[src/rtl/uart_rx_ctrl.sv]
// uart_rx_ctrl: UART receive front end feeding a SIPO deserializer.
// Synchronizes rx, qualifies the start bit, samples data bits mid-bit,
// strobes each bit downstream and reports frame completion or framing error.

module uart_rx_ctrl #(
   parameter int DATA_WIDTH   = 8,
   parameter int CLKS_PER_BIT = 16
) (
   input  logic                  clk,
   input  logic                  reset,
   input  logic                  rx,
   output logic                  serial_out,
   output logic                  shift_en,
   output logic [DATA_WIDTH-1:0] data_out,
   output logic                  rx_valid,
   output logic                  frame_err,
   output logic                  busy
);

   localparam int CNT_W = $clog2(CLKS_PER_BIT);
   localparam int IDX_W = (DATA_WIDTH > 1) ? $clog2(DATA_WIDTH) : 1;

   localparam logic [CNT_W-1:0] CNT_HALF = CNT_W'(CLKS_PER_BIT / 2 - 1);
   localparam logic [CNT_W-1:0] CNT_FULL = CNT_W'(CLKS_PER_BIT - 1);
   localparam logic [IDX_W-1:0] IDX_LAST = IDX_W'(DATA_WIDTH - 1);

   typedef enum logic [2:0] {
      ST_IDLE,
      ST_START,
      ST_DATA,
      ST_STOP,
      ST_BREAK
   } state_t;

   state_t                state_q, state_d;
   logic [CNT_W-1:0]      cnt_q, cnt_d;
   logic [IDX_W-1:0]      bit_idx_q, bit_idx_d;
   logic [DATA_WIDTH-1:0] shreg_q, shreg_d;
   logic [DATA_WIDTH-1:0] data_out_q, data_out_d;
   logic                  sync1_q, sync1_d;
   logic                  sync2_q, sync2_d;
   logic                  serial_out_q, serial_out_d;
   logic                  shift_en_q, shift_en_d;
   logic                  rx_valid_q, rx_valid_d;
   logic                  frame_err_q, frame_err_d;
   logic                  rx_s;

   assign rx_s = sync2_q;

   // Next-state and output logic; the bit timer restarts on every state entry
   // and after each data bit so every sample point is measured from a known edge.
   always_comb begin
      state_d      = state_q;
      cnt_d        = cnt_q + 1'b1;
      bit_idx_d    = bit_idx_q;
      shreg_d      = shreg_q;
      data_out_d   = data_out_q;
      serial_out_d = serial_out_q;
      shift_en_d   = 1'b0;
      rx_valid_d   = 1'b0;
      frame_err_d  = 1'b0;
      sync1_d      = rx;
      sync2_d      = sync1_q;

      case (state_q)
         ST_IDLE: begin
            if (!rx_s) begin
               state_d = ST_START;
               cnt_d   = '0;
            end
         end

         ST_START: begin
            if (cnt_q == CNT_HALF) begin
               cnt_d = '0;
               if (!rx_s) begin
                  state_d   = ST_DATA;
                  bit_idx_d = '0;
               end else begin
                  state_d = ST_IDLE;
               end
            end
         end

         ST_DATA: begin
            if (cnt_q == CNT_FULL) begin
               cnt_d        = '0;
               serial_out_d = rx_s;
               shift_en_d   = 1'b1;
               shreg_d      = {rx_s, shreg_q[DATA_WIDTH-1:1]};
               bit_idx_d    = bit_idx_q + 1'b1;
               if (bit_idx_q == IDX_LAST) begin
                  state_d = ST_STOP;
               end
            end
         end

         ST_STOP: begin
            if (cnt_q == CNT_FULL) begin
               cnt_d = '0;
               if (rx_s) begin
                  data_out_d = shreg_q;
                  rx_valid_d = 1'b1;
                  state_d    = ST_IDLE;
               end else begin
                  frame_err_d = 1'b1;
                  state_d     = ST_BREAK;
               end
            end
         end

         ST_BREAK: begin
            if (rx_s) begin
               state_d = ST_IDLE;
               cnt_d   = '0;
            end
         end

         default: begin
            state_d = ST_IDLE;
            cnt_d   = '0;
         end
      endcase
   end

   // State, timer, synchronizer and output registers; the synchronizer resets
   // to the idle-high line level so reset never looks like a start bit.
   always_ff @(posedge clk or negedge reset) begin
      if (!reset) begin
         state_q      <= ST_IDLE;
         cnt_q        <= '0;
         bit_idx_q    <= '0;
         shreg_q      <= '0;
         data_out_q   <= '0;
         sync1_q      <= 1'b1;
         sync2_q      <= 1'b1;
         serial_out_q <= 1'b0;
         shift_en_q   <= 1'b0;
         rx_valid_q   <= 1'b0;
         frame_err_q  <= 1'b0;
      end else begin
         state_q      <= state_d;
         cnt_q        <= cnt_d;
         bit_idx_q    <= bit_idx_d;
         shreg_q      <= shreg_d;
         data_out_q   <= data_out_d;
         sync1_q      <= sync1_d;
         sync2_q      <= sync2_d;
         serial_out_q <= serial_out_d;
         shift_en_q   <= shift_en_d;
         rx_valid_q   <= rx_valid_d;
         frame_err_q  <= frame_err_d;
      end
   end

   assign serial_out = serial_out_q;
   assign shift_en   = shift_en_q;
   assign data_out   = data_out_q;
   assign rx_valid   = rx_valid_q;
   assign frame_err  = frame_err_q;
   assign busy       = (state_q != ST_IDLE);

endmodule

[config.mk]
export PLATFORM = sky130hd
export DESIGN_NAME = uart_rx_ctrl
export DESIGN_NICKNAME = d
export VERILOG_FILES = /design/src/rtl/uart_rx_ctrl.sv
export SDC_FILE = /design/constraint.sdc
export NUM_CORES = 1
export LEC_CHECK = 0
export CORE_AREA = 8 8 78 60
export DETAILED_ROUTE_END_ITERATION = 12
export DIE_AREA = 0 0 86 68
export SYNTH_ARGS = -nofsm -noshare
export SYNTH_HDL_FRONTEND = slang
export SYNTH_SLANG_ARGS = --single-unit
[constraint.sdc]
create_clock -name clk -period 2.8 [get_ports clk]
set_input_delay 0.7 -clock clk [delete_from_list [all_inputs] [get_ports clk]]
set_output_delay 0.7 -clock clk [all_outputs]
set_load 0.01 [all_outputs]
==> results of run 1 <==
==> final cells by class <==
type | count | area [um^2]
fillers | 329 | 1949
inverters | 3 | 11.26
flip-flops and latches | 31 | 778.2
clock buffers | 6 | 82.58
clock inverters | 2 | 35.03
well taps | 52 | 65.06
repair buffers | 17 | 165.2
multi-input cells | 56 | 503.0
==> layout by cell type (no fill, tap or decap), drive strengths merged, types with 3 or more instances in the layout <==
cell / n
ha: 3
clkdlybuf4s50: 15
inv: 3
nor3: 4
a21oi: 3
clkbuf: 6
dfrtp: 29
nand2: 3
xnor2: 3
mux2: 17
==> stage by stage <==
stage	hold slack (ns)	power (mW)	instance area (um^2)
5_1_grt	0.3603	1.350	1640
3_5_place_dp	0.3475	0.8305	1523
2_1_floorplan	0.3452	0.7665	1330
6_report	0.3554	1.277	1640
4_1_cts	0.3564	1.290	1640
3_3_place_gp	0.3476	0.8206	1523
==> per-layer routing <==
metal / global-route usage, % / part of all wire, % / up-vias
met5: 0 / 0 / -
met4: 11.09 / 4.6 / 0
met3: 3.118 / 3.8 / 8
met2: 12.82 / 44 / 10
met1: 10.61 / 47 / 392
li1: - / - / 379
==> synth_stat cells <==
library cell / count
nor3b_1: 1
inv_1: 3
or3b_2: 1
xnor2_1: 3
nand2_1: 3
buf_2: 3
a221oi_1: 1
nor3_1: 2
nand3_1: 2
dfstp_2: 2
a22o_1: 2
nor2_1: 2
a21boi_0: 1
nand4_4: 1
a311o_1: 1
o311ai_0: 1
a211oi_1: 2
mux2_2: 17
a21oi_1: 3
nor3_2: 1
o21ai_0: 1
and3b_1: 1
and4_2: 1
and3_2: 1
nor4b_1: 1
or3_1: 2
and3b_2: 1
ha_1: 3
buf_8: 1
dfrtp_1: 29
nor3_4: 1
buf_4: 1
==> path summary, 6_finish.rpt <==
path	slack, ns	from	to	cells after the start
min in group asynchronous	0.80	reset	cnt_q[3]	2
worst max-delay path	0.44	state_q[2]	busy	2
worst min register to register	0.36	sync1_q	rx_s	0
worst min-delay path	0.36	sync1_q	rx_s	0
max in group asynchronous	1.68	reset	rx_s	2
worst max register to register	1.03	cnt_q[0]	data_out[5]	4
==> flip-flops by register name, indices dropped and copies added (netlist names) <==
register,cells
sync1_q,1
cnt_q,4
frame_err,1
rx_valid,1
state_q,3
rx_s,1
bit_idx_q,3
shreg_q,8
shift_en,1
data_out,8
==> critical path, cell delays in order (launching register included) <==
cell	delay, ns
dfrtp_1	0.49
or3_1	0.40
clkdlybuf4s50_1	0.48
==> cells by family after synthesis <==
family / count (synthesis) / share of synthesized area, %
buffers and inverters: 8 / 3.668
adder cells (fa/ha/maj): 3 / 2.823
multiplexers: 17 / 14.39
XOR/XNOR: 3 / 1.976
AND/OR/NAND/NOR: 21 / 12.04
AO/OA/AOI/OAI: 12 / 6.585
flip-flops: 31 / 58.51
==> power breakdown <==
group | total [mW] | switching (mW) | leakage, nW | internal (mW)
combinational | 0.221 | 0.0990 | 0.269 | 0.122
clock | 0.455 | 0.168 | 0.0612 | 0.288
sequential | 0.600 | 0.0962 | 0.412 | 0.504
total | 1.28 | 0.363 | 0.741 | 0.914
==> results.cfg, run 1 <==
[run_status]
status = finished clean

[clock_tree]
cts_sinks = 31
clk_pin_slew_ns = 0.07
numCtsBuffers = 5
worstSkewPairLatency_ns = 0.29
cts_tree = yes
post_cts_buffers = 0
holdBufCountCts = 0
clockRootBuffer = clkbuf_8
htreeDepth = 2
ctsResizeCount = 0
clock_path_buffers = 2

[timing]
max-slew-margin-rel_pct = 70.06
drv_slew = 0
period_needed_ns = 2.359
hold_viol = 0
tns_ns = 0
rsz0062_at_grt = no
finalSetupViolCount = 0
skew_ns = 0.005292
fmax_mhz = 423.9
period_share_pct = 84.25
final.setup.worst_slack_ns = 0.4409
worst_slew_pin_slew_ns = 0.4476

[setup_path]
critPathMaxFanout = 8
arrival_ns = 1.66
start_kind = register
worstSetupPathType = register to primary output
cp-end-kind = primary output
required_ns = 2.10

[pwr]
power_density_nw_per_um2 = 778.5
leakage_nw = 0.7413
ir_worst_vdd_mv = 0.2418

[route]
drt_iter0_markers = 18
wl_mm = 2.350
dr.pass1.iters = 4
wl_per_cell_um = 14.07
viasPerCell = 4.725
drc_errors = 0
num_vias = 789
ant_nets = 0

[yosys]
synthTopCellsByArea = dfrtp_1 55%, mux2_2 14%, dfstp_2 4.0%, ha_1 2.8%, xnor2_1 2.0%
syn-num-nets = 101
netlist.top_cell.by_area = dfrtp_1
yosysUniqueCellTypes = 32
synth_top_area_share_pct = 54.56
synth_cells = 95
ys_seq_elements = 31
avgSynthCellArea_um2 = 14.00
syn-cell-area_um2 = 1330
yosysWarnings = 0
ys_seq_area_share_pct = 58.51

[flow_run]
drv_cap = 0

[finish]
nNetsFinal = 120
syn_to_final_growth_pct = 23.33
num_antenna_cells = 0
stdcell_count = 167
layout-drive-gt1-share_pct = 31.30
fin_util_pct = 45.70

[placement]
hpwl_mm = 1.638
port_buffers = 15
gp_congestion = 0.8177
dpl.cell_count = 159
dp_slack_ns = 0.7391

[grt]
grt_pass1_vias = 770
grt_overflow = 0
antenna_found_initial = 0
grtUsageTotal_pct = 9.313
grt_max_degree = 32
grt_pass1_wl_mm = 3.864

[floorplanning]
die_area_um2 = 5848
die_x_um = 86
core_um2 = 3590
pin_count = 16
start_util_pct = 37.05
num_rows = 19
die_y_um = 68

[hold_path]
min_path_type = register to register
No activity file was read; power rests on OpenSTA's default activity.
==> run 2: changes to the inputs <==
==> constraint.sdc (replaced) <==
create_clock -name clk -period 1.9 [get_ports clk]
set_input_delay 0.475 -clock clk [delete_from_list [all_inputs] [get_ports clk]]
set_output_delay 0.475 -clock clk [all_outputs]
set_load 0.01 [all_outputs]
==> results.cfg, run 2 (synthesis gave the netlist of run 1 again) <==
[timing]
rsz0062_at_grt = no
tns_ns = 0
skew_ns = 0.006396
period_needed_ns = 1.780
hold_viol = 0
fmax_mhz = 561.8
period_share_pct = 93.69
worst_slew_pin_slew_ns = 0.5144
max-slew-margin-rel_pct = 65.60
finalSetupViolCount = 0
drv_slew = 0
final.setup.worst_slack_ns = 0.1200

[setup_path]
start_kind = register
critPathMaxFanout = 2
cp-end-kind = primary output
r2r_slack_ns = 0.18
startpoint = state_q[2]
ff2ff_path_depth = 5
crit_end = busy
worstSetupPathType = register to primary output
required_ns = 1.42
rr_endpoint = data_out[4]
arrival_ns = 1.31
worst_r2r_startpoint = cnt_q[0]

[pwr]
leakage_nw = 0.7698
power_density_nw_per_um2 = 1131
ir_worst_vdd_mv = 0.4774

[placement]
port_buffers = 15
placed_area_um2 = 1573
dpl.cell_count = 164
hpwl_mm = 1.732
gp_congestion = 0.8649
dp_slack_ns = 0.1920

[clock_tree]
clock_path_buffers = 2
numCtsBuffers = 5
htreeDepth = 2
cts_tree = yes
clockRootBuffer = clkbuf_8
worstSkewPairLatency_ns = 0.28
clk_pin_slew_ns = 0.06
cts_sinks = 31
holdBufCountCts = 0

[grt]
grt_overflow = 0
met1_usage_pct = 11.49
gr-usage-met3_pct = 2.758
grt_pass1_wl_mm = 4.298
grtUsageTotal_pct = 10.02
use_met2_pct = 15.41
antenna_found_initial = 0
grt_pass1_vias = 873
grt_max_degree = 23
top_usage_layer = met2

[route]
dr.pass1.iters = 4
drc_errors = 0
wl_mm = 2.433
wl_per_cell_um = 14.15
ant_nets = 0
num_vias = 819
viasPerCell = 4.762
drt_iter0_markers = 97

[floorplanning]
die_x_um = 86
core_um2 = 3590
pin_count = 16
die_area_um2 = 5848
num_rows = 19
start_util_pct = 37.05
die_y_um = 68

[finish]
layout-drive-gt1-share_pct = 34.17
syn_to_final_growth_pct = 27.00
layout_commonest_cell = dfrtp_1
nNetsFinal = 125
final_cell_mix = 29 x dfrtp_1, 17 x mux2_2, 14 x clkdlybuf4s50_1
fin_area_um2 = 1689
num_antenna_cells = 0
stdcell_count = 172

[hold_path]
min_path_type = register to register

[flow_run]
drv_cap = 0

[run_status]
status = finished clean
==> run 2: critical path: stages (launching register included) <==
cell           delay [ns]
dfrtp_1              0.38
or3_1                0.35
dlygate4sd2_1        0.29
==> run 2: area by class of cell <==
class | instances | area, um^2
multi-input combinational | 56 | 503.0
clock buffer | 6 | 82.58
tap | 52 | 65.06
fill | 322 | 1901
sequential | 31 | 778.2
clock inverter | 2 | 35.03
timing repair buffer | 22 | 214.0
inverter | 3 | 11.26
==> run 2: what timing repair did <==
item,4_1_cts,5_1_grt
endpoints found under the setup margin,1,0
buffers inserted,0,0
gates resized for setup,1,0
==> run 2: metrics by stage <==
| step | total power [mW] | hold slack (ns) | util (%) |
|---|---|---|---|
| 2_1_floorplan | 1.130 | 0.1794 | - |
| 3_3_place_gp | 1.240 | 0.3484 | 43.81 |
| 3_5_place_dp | 1.269 | 0.3497 | 43.81 |
| 4_1_cts | 1.938 | 0.3583 | 47.05 |
| 5_1_grt | 2.031 | 0.3591 | 47.05 |
| 6_report | 1.911 | 0.3559 | 47.05 |
==> run 2: worst min-delay path by stage <==
| stage | from | endpoint | slack [ns] | cells after the start |
|---|---|---|---|---|
| after global routing | sync1_q | rx_s | 0.36 | 0 |
| after global placement | sync1_q | rx_s | 0.35 | 0 |
| final | sync1_q | rx_s | 0.36 | 0 |
| after detailed placement | sync1_q | rx_s | 0.35 | 0 |
| after CTS | sync1_q | rx_s | 0.36 | 0 |
| after floorplan | reset | bit_idx_q[0] | 0.18 | 0 |
==> run 2: metal layers <==
layer	wire, um	vias to the layer above
met1	1118	413
met5	0	-
li1	-	390
met2	1160	10
met3	73	6
met4	81	0
==> run 2: where the power goes <==
part           internal [mW]  switching (mW)
registers              0.744          0.0919
clock network          0.424           0.237
logic                  0.206           0.208
total                   1.37           0.537
